`config.mk`:
```
export PLATFORM = sky130hd
export DESIGN_NAME = led_pattern_sequencer
export DESIGN_NICKNAME = d
export VERILOG_FILES = /design/src/rtl/led_pattern_sequencer.sv
export SDC_FILE = /design/constraint.sdc
export NUM_CORES = 1
export LEC_CHECK = 0
export CORE_UTILIZATION = 46
export DETAILED_ROUTE_END_ITERATION = 10
export PLACE_DENSITY = 0.67
export RECOVER_POWER = 50
export REMOVE_ABC_BUFFERS = 1
export SLEW_MARGIN = 20
export SYNTH_ARGS = -nofsm -noshare
export SYNTH_HDL_FRONTEND = slang
export SYNTH_SLANG_ARGS = --single-unit
export TNS_END_PERCENT = 10
```
`constraint.sdc`:
```
create_clock -name clk -period 5.6 [get_ports clk]
set_input_delay 1.12 -clock clk [delete_from_list [all_inputs] [get_ports clk]]
set_output_delay 1.12 -clock clk [all_outputs]
set_load 0.02 [all_outputs]
```
`src/rtl/led_pattern_sequencer.sv`:
```
// LED pattern sequencer: steps one of four 8-bit patterns at a programmable rate,
// with rate/mode reconfiguration accepted over a valid/ready handshake.
module led_pattern_sequencer #(
  parameter int          DIV_WIDTH   = 32,
  parameter int unsigned DEFAULT_DIV = 25000000
) (
  input  logic                 clk,
  input  logic                 reset,
  input  logic                 run,
  input  logic                 cfg_valid,
  output logic                 cfg_ready,
  input  logic [DIV_WIDTH-1:0] cfg_div,
  input  logic [1:0]           cfg_mode,
  output logic [7:0]           LED,
  output logic                 dir,
  output logic                 step_tick
);

  typedef enum logic [1:0] {IDLE, RUN, RELOAD} state_t;

  localparam logic [1:0] MODE_BOUNCE     = 2'd0;
  localparam logic [1:0] MODE_RING_LEFT  = 2'd1;
  localparam logic [1:0] MODE_RING_RIGHT = 2'd2;
  localparam logic [1:0] MODE_BLINK      = 2'd3;

  state_t               state_q;
  logic [7:0]           led_q, led_d;
  logic                 dir_q, dir_d;
  logic                 tick_q;
  logic [DIV_WIDTH-1:0] count_q;
  logic [DIV_WIDTH-1:0] div_q;
  logic [1:0]           mode_q;

  logic [DIV_WIDTH-1:0] divEff;
  logic                 lastCount;
  logic                 xfer;
  logic                 ledOneHot;

  assign cfg_ready = !reset && (state_q != RELOAD);
  assign xfer      = cfg_valid && cfg_ready;
  assign divEff    = (div_q == '0) ? DIV_WIDTH'(1) : div_q;
  assign lastCount = (count_q == divEff - DIV_WIDTH'(1));
  assign ledOneHot = (led_q != 8'h00) && ((led_q & (led_q - 8'h01)) == 8'h00);

  assign LED       = led_q;
  assign dir       = dir_q;
  assign step_tick = tick_q;

  // Pattern successor for the current mode; only BOUNCE touches the direction flag.
  always_comb begin
    led_d = led_q;
    dir_d = dir_q;
    case (mode_q)
      MODE_BOUNCE: begin
        if (!ledOneHot) begin
          led_d = 8'h01;
          dir_d = 1'b1;
        end else if (dir_q) begin
          if (led_q == 8'h80) begin
            led_d = 8'h40;
            dir_d = 1'b0;
          end else begin
            led_d = led_q << 1;
            dir_d = (led_q != 8'h40);
          end
        end else begin
          if (led_q == 8'h01) begin
            led_d = 8'h02;
            dir_d = 1'b1;
          end else begin
            led_d = led_q >> 1;
            dir_d = (led_q == 8'h02);
          end
        end
      end
      MODE_RING_LEFT:  led_d = {led_q[6:0], led_q[7]};
      MODE_RING_RIGHT: led_d = {led_q[0], led_q[7:1]};
      MODE_BLINK:      led_d = ~led_q;
      default:         led_d = led_q;
    endcase
  end

  // A pause freezes the count, but a tick that lands on the pause edge still steps.
  always_ff @(posedge clk) begin
    if (reset) begin
      state_q <= IDLE;
      led_q   <= 8'h01;
      dir_q   <= 1'b1;
      tick_q  <= 1'b0;
      count_q <= '0;
      mode_q  <= MODE_BOUNCE;
      div_q   <= DIV_WIDTH'(DEFAULT_DIV);
    end else begin
      tick_q <= 1'b0;
      case (state_q)
        IDLE: begin
          if (xfer) begin
            mode_q  <= cfg_mode;
            div_q   <= cfg_div;
            state_q <= RELOAD;
          end else if (run) begin
            state_q <= RUN;
          end
        end
        RUN: begin
          if (xfer) begin
            mode_q  <= cfg_mode;
            div_q   <= cfg_div;
            state_q <= RELOAD;
          end else begin
            if (lastCount) begin
              count_q <= '0;
              led_q   <= led_d;
              dir_q   <= dir_d;
              tick_q  <= 1'b1;
            end else if (run) begin
              count_q <= count_q + DIV_WIDTH'(1);
            end
            if (!run) state_q <= IDLE;
          end
        end
        RELOAD: begin
          count_q <= '0;
          led_q   <= (mode_q == MODE_BLINK) ? 8'h00 : 8'h01;
          dir_q   <= 1'b1;
          state_q <= run ? RUN : IDLE;
        end
        default: state_q <= IDLE;
      endcase
    end
  end

endmodule

```
=== After elaboration in Yosys (flattened, before gate mapping) ===
Index checks and enable logic that the tools add are counted.

* Word-level logic and storage cells: 76
* Memory bits (writable): 0
* Input bits: 38
* Output and inout port bits: 11
* Register bits after elaboration: 78
* Bits in latches: 0
* Memory bits (read-only): 0
* Memories kept: 0

* Divide/modulo/power cells: 0
* Order comparisons: 0
* Bitwise gates (word level): 3
* Reductions and logical operators: 17
* Shift operators: 0
* Muxes and demuxes: 29
* $add $sub $neg: 3
* Multiply operators: 0
* Equal/unequal tests: 17

{| class="wikitable"
|+ Operators by type and width
! cell !! count
|-
| 32-bit 2-to-1 mux || 4
|-
| 32-bit one-hot mux with 2 select lines || 1
|-
| 8-bit 2-to-1 mux || 5
|-
| 32-bit by 1-bit adder with 32-bit output (second input constant) || 1
|-
| 32-bit == test || 1
|-
| 32-bit logical NOT || 1
|-
| 8-bit one-hot mux with 4 select lines || 1
|-
| 32-bit by 1-bit subtractor with 32-bit output (second input constant) || 1
|-
| 8-bit one-hot mux with 2 select lines || 1
|-
| 1-bit 2-to-1 mux || 10
|-
| 3-bit inequality test (second input constant) || 3
|-
| 8-bit AND || 1
|-
| 8-bit by 1-bit == test with 1-bit output (second input constant) || 1
|-
| 8-bit by 2-bit == test with 1-bit output (second input constant) || 1
|-
| 8-bit == test (second input constant) || 1
|-
| 8-bit logical NOT || 1
|-
| 2-bit 2-to-1 mux || 4
|-
| 8-bit by 7-bit inequality test with 1-bit output (second input constant) || 1
|-
| 8-bit NOT || 1
|-
| 8-bit nonzero test || 1
|-
| 8-bit by 1-bit subtractor with 8-bit output (second input constant) || 1
|-
| 7-bit 2-to-1 mux || 1
|-
| 2-bit == test (second input constant) || 3
|-
| 2-bit inequality test (second input constant) || 3
|-
| other kinds (14) || 20
|}

=== Depth between registers and ports, before layout ===
* Word-level depth: 9
* Mapped depth: 19
* Gate-level depth less buffers: 16

=== Least setup slack after synthesis ===
OpenSTA, ideal clock, no wires.

* Kind: flip-flop to flip-flop
* From: register div_q[3]
* To: register count_q[30]
* Setup slack: 1.273 ns
* Period minus slack after synthesis: 4.327 ns
* Data required time: 5.528 ns
* Buffers on the path: 3
* Data arrival time: 4.254 ns
* Library setup time: 0.072 ns
* Stages on the path, launching flop included: 19
* Cell sequence: dfxtp_1 > buf_2 > or4_1 > clkbuf_1 > nor3_2 > a21o_1 > inv_1 > ha_1 > clkbuf_2 > or4b_4 > nor4b_2 > o22ai_1 > nor4_1 > or4b_1 > nor4b_2 > nand4b_2 > and2_4 > or4_1 > a21oi_1

* Cells in the longest elaborated chain, start to end: 7
* Elaborated cells between the ends (all ways): 9
* Those cells by class: add/sub: 1; eq/ne: 2; mux: 4; reduce/logical: 2

{| class="wikitable"
|+ Ends and longest elaborated chain
! element !! line !! text
|-
| start, declared || 31 || <nowiki>logic [DIV_WIDTH-1:0] div_q;</nowiki>
|-
| start signal, assigned || 92 || <nowiki>div_q <= DIV_WIDTH'(DEFAULT_DIV);</nowiki>
|-
| start signal, assigned || 99 || <nowiki>div_q <= cfg_div;</nowiki>
|-
| start signal, assigned || 108 || <nowiki>div_q <= cfg_div;</nowiki>
|-
| 32-bit logical NOT || 41 || <nowiki>assign divEff = (div_q == '0) ? DIV_WIDTH'(1) : div_q;</nowiki>
|-
| 32-bit 2-to-1 mux * || 41 ||
|-
| 32-bit by 1-bit subtractor with 32-bit output * || 42 || <nowiki>assign lastCount = (count_q == divEff - DIV_WIDTH'(1));</nowiki>
|-
| 32-bit == test * || 42 ||
|-
| 32-bit 2-to-1 mux || 111 || <nowiki>if (lastCount) begin</nowiki>
|-
| 32-bit 2-to-1 mux || 106 || <nowiki>if (xfer) begin</nowiki>
|-
| 32-bit one-hot mux with 2 select lines || 95 || <nowiki>case (state_q)</nowiki>
|-
| end signal, assigned || 117 || <nowiki>count_q <= count_q + DIV_WIDTH'(1);</nowiki>
|-
| end, declared || 30 || <nowiki>logic [DIV_WIDTH-1:0] count_q;</nowiki>
|}

Mark *: on every way between the ends. The rest lies on a longest branch, timed or not. The select of a mux whose other input is x is not followed.
A chain may end at the register's enable or synchronous reset.

=== Worst setup path in the final report ===
* From: input port reset
* To: register count_q[13]

* Cells in the longest elaborated chain, start to end: 5

{| class="wikitable"
|+ Ends and longest elaborated chain
! element !! line !! text
|-
| start, declared || 8 || <nowiki>input logic reset,</nowiki>
|-
| 1-bit logical NOT || 39 || <nowiki>assign cfg_ready = !reset && (state_q != RELOAD);</nowiki>
|-
| 1-bit logical AND || 39 ||
|-
| 1-bit logical AND || 40 || <nowiki>assign xfer = cfg_valid && cfg_ready;</nowiki>
|-
| 2-bit inequality test (no line) || - ||
|-
| 3-bit AND reduction (no line) || - ||
|}

Several ways; a longest one is shown, not always the timed one.

==> run metrics <==
status=finished with violations; failing checks=max-capacitance violations, max-slew violations; nets@finish=approximately 700; syn avg cell area=7.70 µm²; share of layout cells above drive strength 1=under 10%; H-tree Lvls=3; Final Hold Vio Count=0; Post-CTS Resized=0; Core Area=~10000 µm²; GRT Residual Overflow=0; CTS buffer count=9; worst hold slack=0.495 ns; VDD IR max=162 µV; I/O pin count=between 40 and 50; worst-path maximum fanout=33; number of global-route vias before repair=about 4500; CP peak stage delay=1.29 ns; Placer Congestion=0.917; worst clock skew=about 0.013 ns; clk_lat worst skew=~0.37 ns; slowest CP cell=clkbuf_1; Tot Pwr=approximately 1.3 mW; IO buf count=48; startpoint types=input port; total negative slack=0 ns; final core utilization=about 55%; fin. max-slew vios=between 70 and 80; most frequent CP cell=a21oi_1; FMAX=just under 200 MHz; die area=between 10000 and 15000 µm²; Post-Place Cell Area=5420 µm²; post-synthesis sequential area ratio=31.9%; Area Overhead vs Synth=15.5%; drt total wl=about 13 mm; Reg clk slew, reported paths=about 0.08 ns; Initial Util=between 40 and 50%; CP delay by family, top=buffers and inverters; DR vias/cell=approximately 6; all-layer global routing usage=between 20% and 30%; fin crit share=a little over 90%; row count=37; Buf+Inv Stages, Crit Path=3; post-route ant nets=0; Fillers=~980; Bufs on Longest Clock Path=2; Pleak=1.85 nW; Finished Layout Cells=around 800; WP data arrival=5.47 ns; Max-Cap Viols=2; Place WS=~0.74 ns; final instance area=about 5700 µm²; first-pass GRT wire length=roughly 22 mm; post-synth cell types=65; Initial DRC Count=272; initial antenna violation count=0; Final min period=between 5 and 6 ns; hold_buf cts=0; Residual DRC=0; WS Path Type=input port to flop; Worst Setup Slack, final=between 0.4 and 0.5 ns; Synth Instances=635; pwr/cell area=between 200 and 250 nW/µm²; DIE HEIGHT=roughly 110 µm; DIE WIDTH=105 µm; RSZ-0062 raised after global routing=no; Yosys reg bits=slightly below 80; Root Driver=clkbuf_8; ys flop type=dfxtp_1; Inst Count DP=about 780; Min-Delay Path Class=flop to flop; area of the mapped netlist=around 4900 µm²; total clock sinks=between 70 and 80; number of synthesized flops with an enable pin=0; DR vias=between 4000 and 5000; worst-margin pin slew=around 1.9 ns; Post-CTS Setup Bufs=0; DP Wirelength=between 9 and 10 mm; Ys Warns=0; # setup viols final=0; DR WL/cell=around 16 µm; Critical Path Sink Type=flop; relative slew slack=-24.8%; CP Cell Sequence=dlygate4sd3_1, inv_1, clkbuf_1, a21oi_1, a21oi_1, and2_4, nand2_1, o21ai_0; maximum number of pins on one net before global-route repair=40; n_diodes=0; CTS tree=done; asr flop ratio synth=0%; drt pass-1 iters=4; worst endpoint required time=5.89 ns; R2R setup slack=approximately 0.66 ns
## cell families (layout without fill, tap and decap cells)
logic type               after synthesis  in the layout  share of synthesized area (%)
adder cells (fa/ha/maj)                3              3                          0.716
multiplexers                          22             22                           4.53
buffers and inverters                 56             83                           4.48
XOR/XNOR                              55             55                           9.85
flip-flops                            78             78                           31.9
AO/OA/AOI/OAI                        145            145                           18.2
AND/OR/NAND/NOR                      276            276                           30.3
## routing by layer
metal	up-vias	global-route usage (%)	routed length [µm]
met1	2191	32.2	5940
met5	-	0	0
met4	0	10.4	277
met3	24	4.49	627
li1	2349	-	-
met2	140	40.4	6220
## worst reg2reg max path, delay by kind of cell (launching register included)
family / cells / cell delay, ns
and+or+nand+nor: 9 / 3.11
adders and majority gates: 1 / 0.30
DFF: 1 / 0.50
AOI/OAI and AO/OA: 3 / 0.92
buffers and inverters: 1 / 0.07
## cell usage after synthesis (15+ instances only)
| cell type | number | area (µm²) |
|---|---|---|
| nand2_1 | 84 | 315 |
| dfxtp_1 | 78 | 1560 |
| o21ai_0 | 49 | 245 |
| nor2_1 | 44 | 165 |
| a21oi_1 | 40 | 200 |
| xnor2_1 | 40 | 350 |
| clkbuf_1 | 35 | 131 |
| mux2i_1 | 21 | 210 |
| nand3_1 | 19 | 95.1 |
| or3_1 | 19 | 119 |
| nor3_1 | 18 | 90.1 |
| nand4_1 | 15 | 93.8 |
| or4_1 | 15 | 113 |
| xor2_1 | 15 | 131 |
## flip-flops by register name, indices dropped and copies added, names as in the netlist
| name | flops |
|---|---|
| LED | 8 |
| count_q | 32 |
| dir | 1 |
| div_q | 32 |
| mode_q | 2 |
| state_q | 2 |
| step_tick | 1 |
## report_power, final
part           switching (mW)  total [mW]  internal (mW)
Sequential             0.0339       0.606          0.572
Combinational          0.0886       0.167         0.0785
Clock                   0.215       0.524          0.309
Total                   0.337        1.30          0.959
## cells in the final DEF (no fill, tap or decap), types with 18 or more instances in the layout
master,Yosys,routed
o21ai_0,49,49
clkdlybuf4s50_1,0,39
mux2i_1,21,21
nor3_1,18,18
nor2_1,44,44
xnor2_1,40,40
a21oi_1,40,40
nand2_1,84,84
dfxtp_1,78,78
or3_1,19,19
nand3_1,19,19
## final timing paths
path         startpoint          end  depth (start not counted)
max               reset  count_q[13]                          8
max reg2reg    div_q[2]  count_q[30]                         14
min reg2reg   div_q[27]    div_q[27]                          2
min           div_q[27]    div_q[27]                          2
## layout make-up
class	instances	area (µm²)	share of cell area, %
clock buffer	11	141	2.50
clock inverter	5	106	1.88
inverter	14	52.6	0.930
multi-input combinational	501	3110	55.1
sequential	78	1560	27.6
tap	136	170	3.01
timing repair buffer	53	507	8.97
Note: power is estimated with default switching activity, not from simulation.
